**src/rtl/divider_control.sv**
```systemverilog
// divider_control: sequencing FSM for a 32-cycle restoring divider.
//
// Drives an external datapath that holds the operand magnitudes
// (dividend_reg, divisor_reg) and the partial remainder (R_reg).
//   clk, rst              rising-edge clock, asynchronous active-low reset
//   start                 request pulse, only honoured in IDLE
//   div_op                div / divu / rem / remu
//   dividend, divisor     raw RS1 / RS2, held stable while busy
//   dividend_reg, divisor_reg, R_reg   datapath registers fed back
//   counter               current quotient bit index (31..0)
//   compute_sign, flip_dividend, flip_divisor   magnitude capture
//   compute_start, shift_signal, sub_shift      iteration controls
//   special_zero, divide_by_zero, overflow      shortcut-result loads
//   busy, done            status
//
// Build option: define DIV_EARLY_TERM_EN to add the early-termination
// shortcut (dividend magnitude < divisor magnitude gives a zero quotient).

package divider_control_pkg;
  typedef enum logic [2:0] {
    MUL    = 3'b000,
    MULH   = 3'b001,
    MULHSU = 3'b010,
    MULHU  = 3'b011,
    DIV    = 3'b100,
    DIVU   = 3'b101,
    REM    = 3'b110,
    REMU   = 3'b111
  } mult_funct3_t;
endpackage

module divider_control
  import divider_control_pkg::*;
(
  input  logic         clk,
  input  logic         rst,
  input  logic         start,
  input  mult_funct3_t div_op,
  input  logic [31:0]  dividend,
  input  logic [31:0]  divisor,
  input  logic [31:0]  dividend_reg,
  input  logic [31:0]  divisor_reg,
  input  logic [31:0]  R_reg,
  output logic [31:0]  counter,
  output logic         compute_sign,
  output logic         flip_dividend,
  output logic         flip_divisor,
  output logic         compute_start,
  output logic         shift_signal,
  output logic         sub_shift,
  output logic         special_zero,
  output logic         divide_by_zero,
  output logic         overflow,
  output logic         busy,
  output logic         done
);

  typedef enum logic [2:0] {
    IDLE,
    SIGN,
    CHECK,
    SHIFT,
    COMPARE,
    DONE
  } state_t;

  state_t state;

  logic signed_op;
  logic is_zero;
  logic is_ovf;
  logic is_small;

  assign signed_op = (div_op == DIV) || (div_op == REM);
  assign is_zero   = (divisor == '0);
  assign is_ovf    = signed_op && (dividend == 32'h8000_0000) && (divisor == '1);

`ifdef DIV_EARLY_TERM_EN
  // Magnitudes were captured at the end of SIGN, so they are valid in CHECK.
  assign is_small = (dividend_reg < divisor_reg);
`else
  logic unused_dividend_reg;
  assign unused_dividend_reg = ^dividend_reg;
  assign is_small = 1'b0;
`endif

  // Outputs decode the state register (plus held operands / datapath
  // feedback); start never reaches an output combinationally.
  always_comb begin
    compute_sign   = (state == SIGN);
    flip_dividend  = compute_sign && signed_op && dividend[31];
    flip_divisor   = compute_sign && signed_op && divisor[31];
    divide_by_zero = (state == CHECK) && is_zero;
    overflow       = (state == CHECK) && !is_zero && is_ovf;
    special_zero   = (state == CHECK) && !is_zero && !is_ovf && is_small;
    compute_start  = (state == CHECK) && !is_zero && !is_ovf && !is_small;
    shift_signal   = (state == SHIFT);
    sub_shift      = (state == COMPARE) && (R_reg >= divisor_reg);
  end

  // busy/done are registered alongside the state so they reflect the
  // state being entered.
  always_ff @(posedge clk or negedge rst) begin
    if (!rst) begin
      state   <= IDLE;
      counter <= '0;
      busy    <= 1'b0;
      done    <= 1'b0;
    end else begin
      done <= 1'b0;
      busy <= 1'b1;
      case (state)
        IDLE: begin
          if (start) begin
            state <= SIGN;
          end else begin
            busy <= 1'b0;
          end
        end
        SIGN: begin
          state <= CHECK;
        end
        CHECK: begin
          if (compute_start) begin
            state   <= SHIFT;
            counter <= 32'd31;
          end else begin
            state <= DONE;
            done  <= 1'b1;
          end
        end
        SHIFT: begin
          state <= COMPARE;
        end
        COMPARE: begin
          if (counter == '0) begin
            state <= DONE;
            done  <= 1'b1;
          end else begin
            state   <= SHIFT;
            counter <= counter - 32'd1;
          end
        end
        DONE: begin
          state <= IDLE;
          busy  <= 1'b0;
        end
        default: begin
          state <= IDLE;
          busy  <= 1'b0;
        end
      endcase
    end
  end

endmodule

```
**config.mk**
```make
export PLATFORM = sky130hd
export DESIGN_NAME = divider_control
export DESIGN_NICKNAME = d
export VERILOG_FILES = /design/src/rtl/divider_control.sv
export SDC_FILE = /design/constraint.sdc
export NUM_CORES = 1
export LEC_CHECK = 0
export CAP_MARGIN = 20
export CORE_UTILIZATION = 30
export CTS_CLUSTER_DIAMETER = 30
export DETAILED_ROUTE_END_ITERATION = 8
export PLACE_DENSITY_LB_ADDON = 0.25
export SKIP_CTS_REPAIR_TIMING = 1
export SLEW_MARGIN = 5
export SYNTH_ARGS = -nofsm -noshare
export SYNTH_HDL_FRONTEND = slang
export SYNTH_SLANG_ARGS = --single-unit
```
**constraint.sdc**
```tcl
create_clock -name clk -period 3 [get_ports clk]
set_clock_uncertainty 0.15 [all_clocks]
set_input_delay 0.6 -clock clk [delete_from_list [all_inputs] [get_ports clk]]
set_output_delay 0.6 -clock clk [all_outputs]
set_load 0.01 [all_outputs]
```
==> out/qor_table.md <==
| Stage | Quantity | Value |
|:---|:---|:---|
| status | Outcome | finished, violations left |
| status | Violated checks | negative setup slack |
| timing | Number of endpoints with negative hold slack in the final report | 0 |
| placed design | Final RePlAce weighted congestion | 0.830 |
| pwr | Fraction of power consumed by combinational cells | 51.4% |
| global routing | Met3 layer usage reported by global route | 4.72% |
| drt | Number of vias after detailed routing | 3884 |
| global routing | Global routing's busiest layer | met2 |
| pwr | Cell internal power dissipation | 1.22 mW |
| placed design | HPWL Detailed | 9.45 mm |
| layout | Synth-to-Final Area Change | 72.6% |
| die | Count of standard-cell rows | 37 |
| drt | Antenna viol nets, final | 0 |
| layout | Final #Nets | 785 |
| placed design | Setup WS pre-CTS | -0.745 ns |
| global routing | Met1 usage | 22.7% |
| synth | Number of enable-type register cells in the synthesized netlist | 0 |
| layout | Area used by multi-input combinational logic | 2340 um^2 |
| global routing | Global route total overflow | 0 |
| setup path | Data arrival time of the worst path | 2.43 ns |
| pwr | Share of power burned in registers | 30.6% |
| placed design | Count of buffers inserted at the top-level ports | 174 |
| drt | Wire length per cell after detailed routing | 16.5 um |
| setup path | Slowest stage delay, CP | 0.48 ns |
| synth | Post-synthesis instance area | 3280 um^2 |
| worst hold path | Min-Delay Path Class | in2async |
| global routing | Largest net degree at the start of global routing | 38 |
| layout | Number of filler instances in the final layout | 975 |
| clocking | TritonCTS sink count | 37 |
| clocking | Clock-pin slew on the worst setup and hold paths | 0.08 ns |
| synth | Post-synthesis sequential element count | 37 |
| timing | Transition time of the tightest slew-check pin | 0.845 ns |
| setup path | Critical Path End Type | output port |
| drt | Average vias per placed instance | 5.39 |
| pwr | Peak ir drop on the vdd network | 0.198 mV |
| layout | Ratio of cells with drive above 1 in the final layout | 15.6% |
| clocking | Clk root buf | sky130_fd_sc_hd__clkbuf_8 |
| clocking | CTS tree | done |
| synth | Share of async-settable or async-resettable flops after synthesis | 100% |
| layout | FF+latch area | 926 um^2 |
| die | Die area | 11300 um^2 |
| pwr | Part of the total power dissipated in the clock network | 18.0% |
| layout | Final Instance Count excl. Fillers | 721 |
| die | Area inside the core boundary | 10500 um^2 |
| synth | Top_reg_cell synth | sky130_fd_sc_hd__dfrtp_1 |
| die | Number of I/O pins | 209 |
| clocking | H-tree levels | 2 |
| pwr | Static power due to leakage | 2.61 nW |
| timing | Post-Route Hold Slack | 0.256 ns |
| timing | Fmax achieved | 0.315 GHz |
| clocking | Clk Latency, worst-skew pair | 0.29 ns |
| setup path | Critical path type | in2out |
| timing | Max-slew violation count | 0 |
| placed design | Post-placement cell area | 5250 um^2 |
| layout | Highest-count cells in the layout ignoring fill and taps | 138 x sky130_fd_sc_hd__clkdlybuf4s50_1, 37 x sky130_fd_sc_hd__dfrtp_1, 33 x sky130_fd_sc_hd__dlymetal6s2s_1, 31 x sky130_fd_sc_hd__inv_1 |
| setup path | Largest delay contributor family on the critical path | simple AND/OR/NAND/NOR gates |
| drt | Total wire length after detailed routing | 11.9 mm |
| pwr | Power density over the cells | 353 nW/um^2 |
| pwr | Net switching power | 771 uW |
| setup path | Slowest CP cell | sky130_fd_sc_hd__or4_4 |
| drt | DR pass1 iterations | 5 |
| setup path | Worst path required time | 2.25 ns |
| drt | DRC marker count from the first detailed-route iteration | 175 |
| timing | Post-route worst setup slack | -0.175 ns |
| synth | Part of the Yosys area used for sequential elements | 28.3% |
| global routing | First-pass GRT wire length | 18.3 mm |
| synth | Cell count after synthesis | 394 |
| synth | Synth unique cells | 59 |
| timing | Final setup viols | 1 |
| layout | Leading cell type in the layout, fill and taps excluded | sky130_fd_sc_hd__clkdlybuf4s50_1 |
| drt | DRC | 0 |
| global routing | Combined global-route utilization of all metal layers | 20.2% |
| global routing | Vias in the first global route | 3932 |
| flow run | Max-cap violations | 0 |
| layout | Total non-filler cell area in the finished layout | 5650 um^2 |
| timing | Final period util | 106% |
| global routing | Global routing met2 resource utilization | 38.1% |
| synth | Number of nets produced by synthesis | 594 |
| die | Die Y | 106 um |
| die | Starting density of the core | 31.3% |
| pwr | Design Power | 2.00 mW |
| layout | Count of inserted antenna diode cells | 0 |
| placed design | Placed instance count | 710 |
| setup path | Biggest fanout along the worst timing path | 2 |
| timing | Min Clock Period, post-route | 3.18 ns |
| setup path | Startpoint kind of the worst setup timing path | input port |
| clocking | Number of clock buffers inserted by TritonCTS | 5 |
| setup path | Buffer and inverter count on the worst path | 2 |
| clocking | Number of buffers between clock root and the deepest sink | 2 |
| timing | RSZ-0062 raised after global routing | yes |
| synth | Mean instance size in the synthesized netlist | 8.31 um^2 |
| timing | Slew Limit Headroom | 43.7% |
| die | Chip width | 106 um |
| pwr | Sw Share | 38.6% |
| setup path | Cell-by-cell listing of the critical path | clkdlybuf4s50_1 -> ha_1 -> nand4_1 -> or4_4 -> o21ai_2 -> nor3_2 -> o21ai_1 -> buf_2 |
| synth | Yosys Warn Count | 0 |
| global routing | Number of antenna violations at the first check in global routing | 0 |
metal layers:
metal | share of wire, % | wire [um]
met4 | 1.3 | 159
met1 | 39 | 4710
met3 | 7.2 | 859
met2 | 52 | 6190
met5 | 0 | 0
sequential cells by signal (all words and copies together) (netlist names):
register	flops
counter	32
state	3
busy	1
done	1
cell usage after synthesis, types with 6 or more instances:
library cell / count / share of area (%)
sky130_fd_sc_hd__inv_1: 41 / 4.7
sky130_fd_sc_hd__dfrtp_1: 37 / 28
sky130_fd_sc_hd__ha_1: 34 / 13
sky130_fd_sc_hd__o21ai_0: 26 / 4.0
sky130_fd_sc_hd__nor2_1: 25 / 2.9
sky130_fd_sc_hd__nand2_1: 24 / 2.8
sky130_fd_sc_hd__a21oi_1: 21 / 3.2
sky130_fd_sc_hd__nand4_1: 21 / 4.0
sky130_fd_sc_hd__nor4_1: 21 / 4.0
sky130_fd_sc_hd__nand3_1: 11 / 1.7
sky130_fd_sc_hd__nor3_1: 10 / 1.5
sky130_fd_sc_hd__o31ai_1: 9 / 2.1
sky130_fd_sc_hd__mux2i_1: 8 / 2.4
sky130_fd_sc_hd__a31oi_1: 7 / 1.3
sky130_fd_sc_hd__or3_1: 6 / 1.1
worst reg2reg max path, delay by kind of cell, from the launching register on:
kind | cells | cell delay (ns)
AND/OR/NAND/NOR | 4 | 1.46
buffers and inverters | 1 | 0.13
flip-flops | 1 | 0.41
adder cells (fa/ha/maj) | 1 | 0.26
AO/OA/AOI/OAI | 2 | 0.25
metrics by stage:
stage               util, %  TNS (ns)
floorplan                 -         0
global placement       50.2     -4.97
detailed placement     50.2     -5.32
CTS                    51.0     -2.27
global route           54.0    -0.269
finish                 54.0    -0.175
final timing paths:
| kind | slack [ns] | start | end | cells after the start |
|---|---|---|---|---|
| worst max-delay path | -0.18 | R_reg[24] | sub_shift | 8 |
| worst min-delay path | 0.26 | rst | counter[11] | 1 |
| worst max register to register | 0.28 | counter[0] | counter[26] | 8 |
| worst min register to register | 0.40 | state[1] | state[0] | 1 |
| max in group asynchronous | 1.91 | rst | done | 1 |
| min in group clk | 0.40 | state[1] | state[0] | 1 |
power groups by stage:
stage	Combinational, mW	Clock [mW]	Sequential (mW)
floorplan	0.461	0	0.610
global placement	0.962	0	0.616
detailed placement	0.983	0	0.618
CTS	0.985	0.361	0.610
global route	1.12	0.388	0.619
finish	1.03	0.359	0.611
area by class of cell:
class,count,area share (%)
inverters,41,2.72
flip-flops and latches,37,16.4
multi-input cells,304,41.4
clock buffers,7,1.53
repair buffers,196,34.9
well taps,136,3.01
logic make-up after synthesis:
family,synth area share (%)
muxes,2.44
other,0.114
DFF,28.3
buffers and inverters,6.76
adders and majority gates,13.0
and+or+nand+nor,31.3
AOI/OAI and AO/OA,18.1
Power figures use the tool's default switching activity.
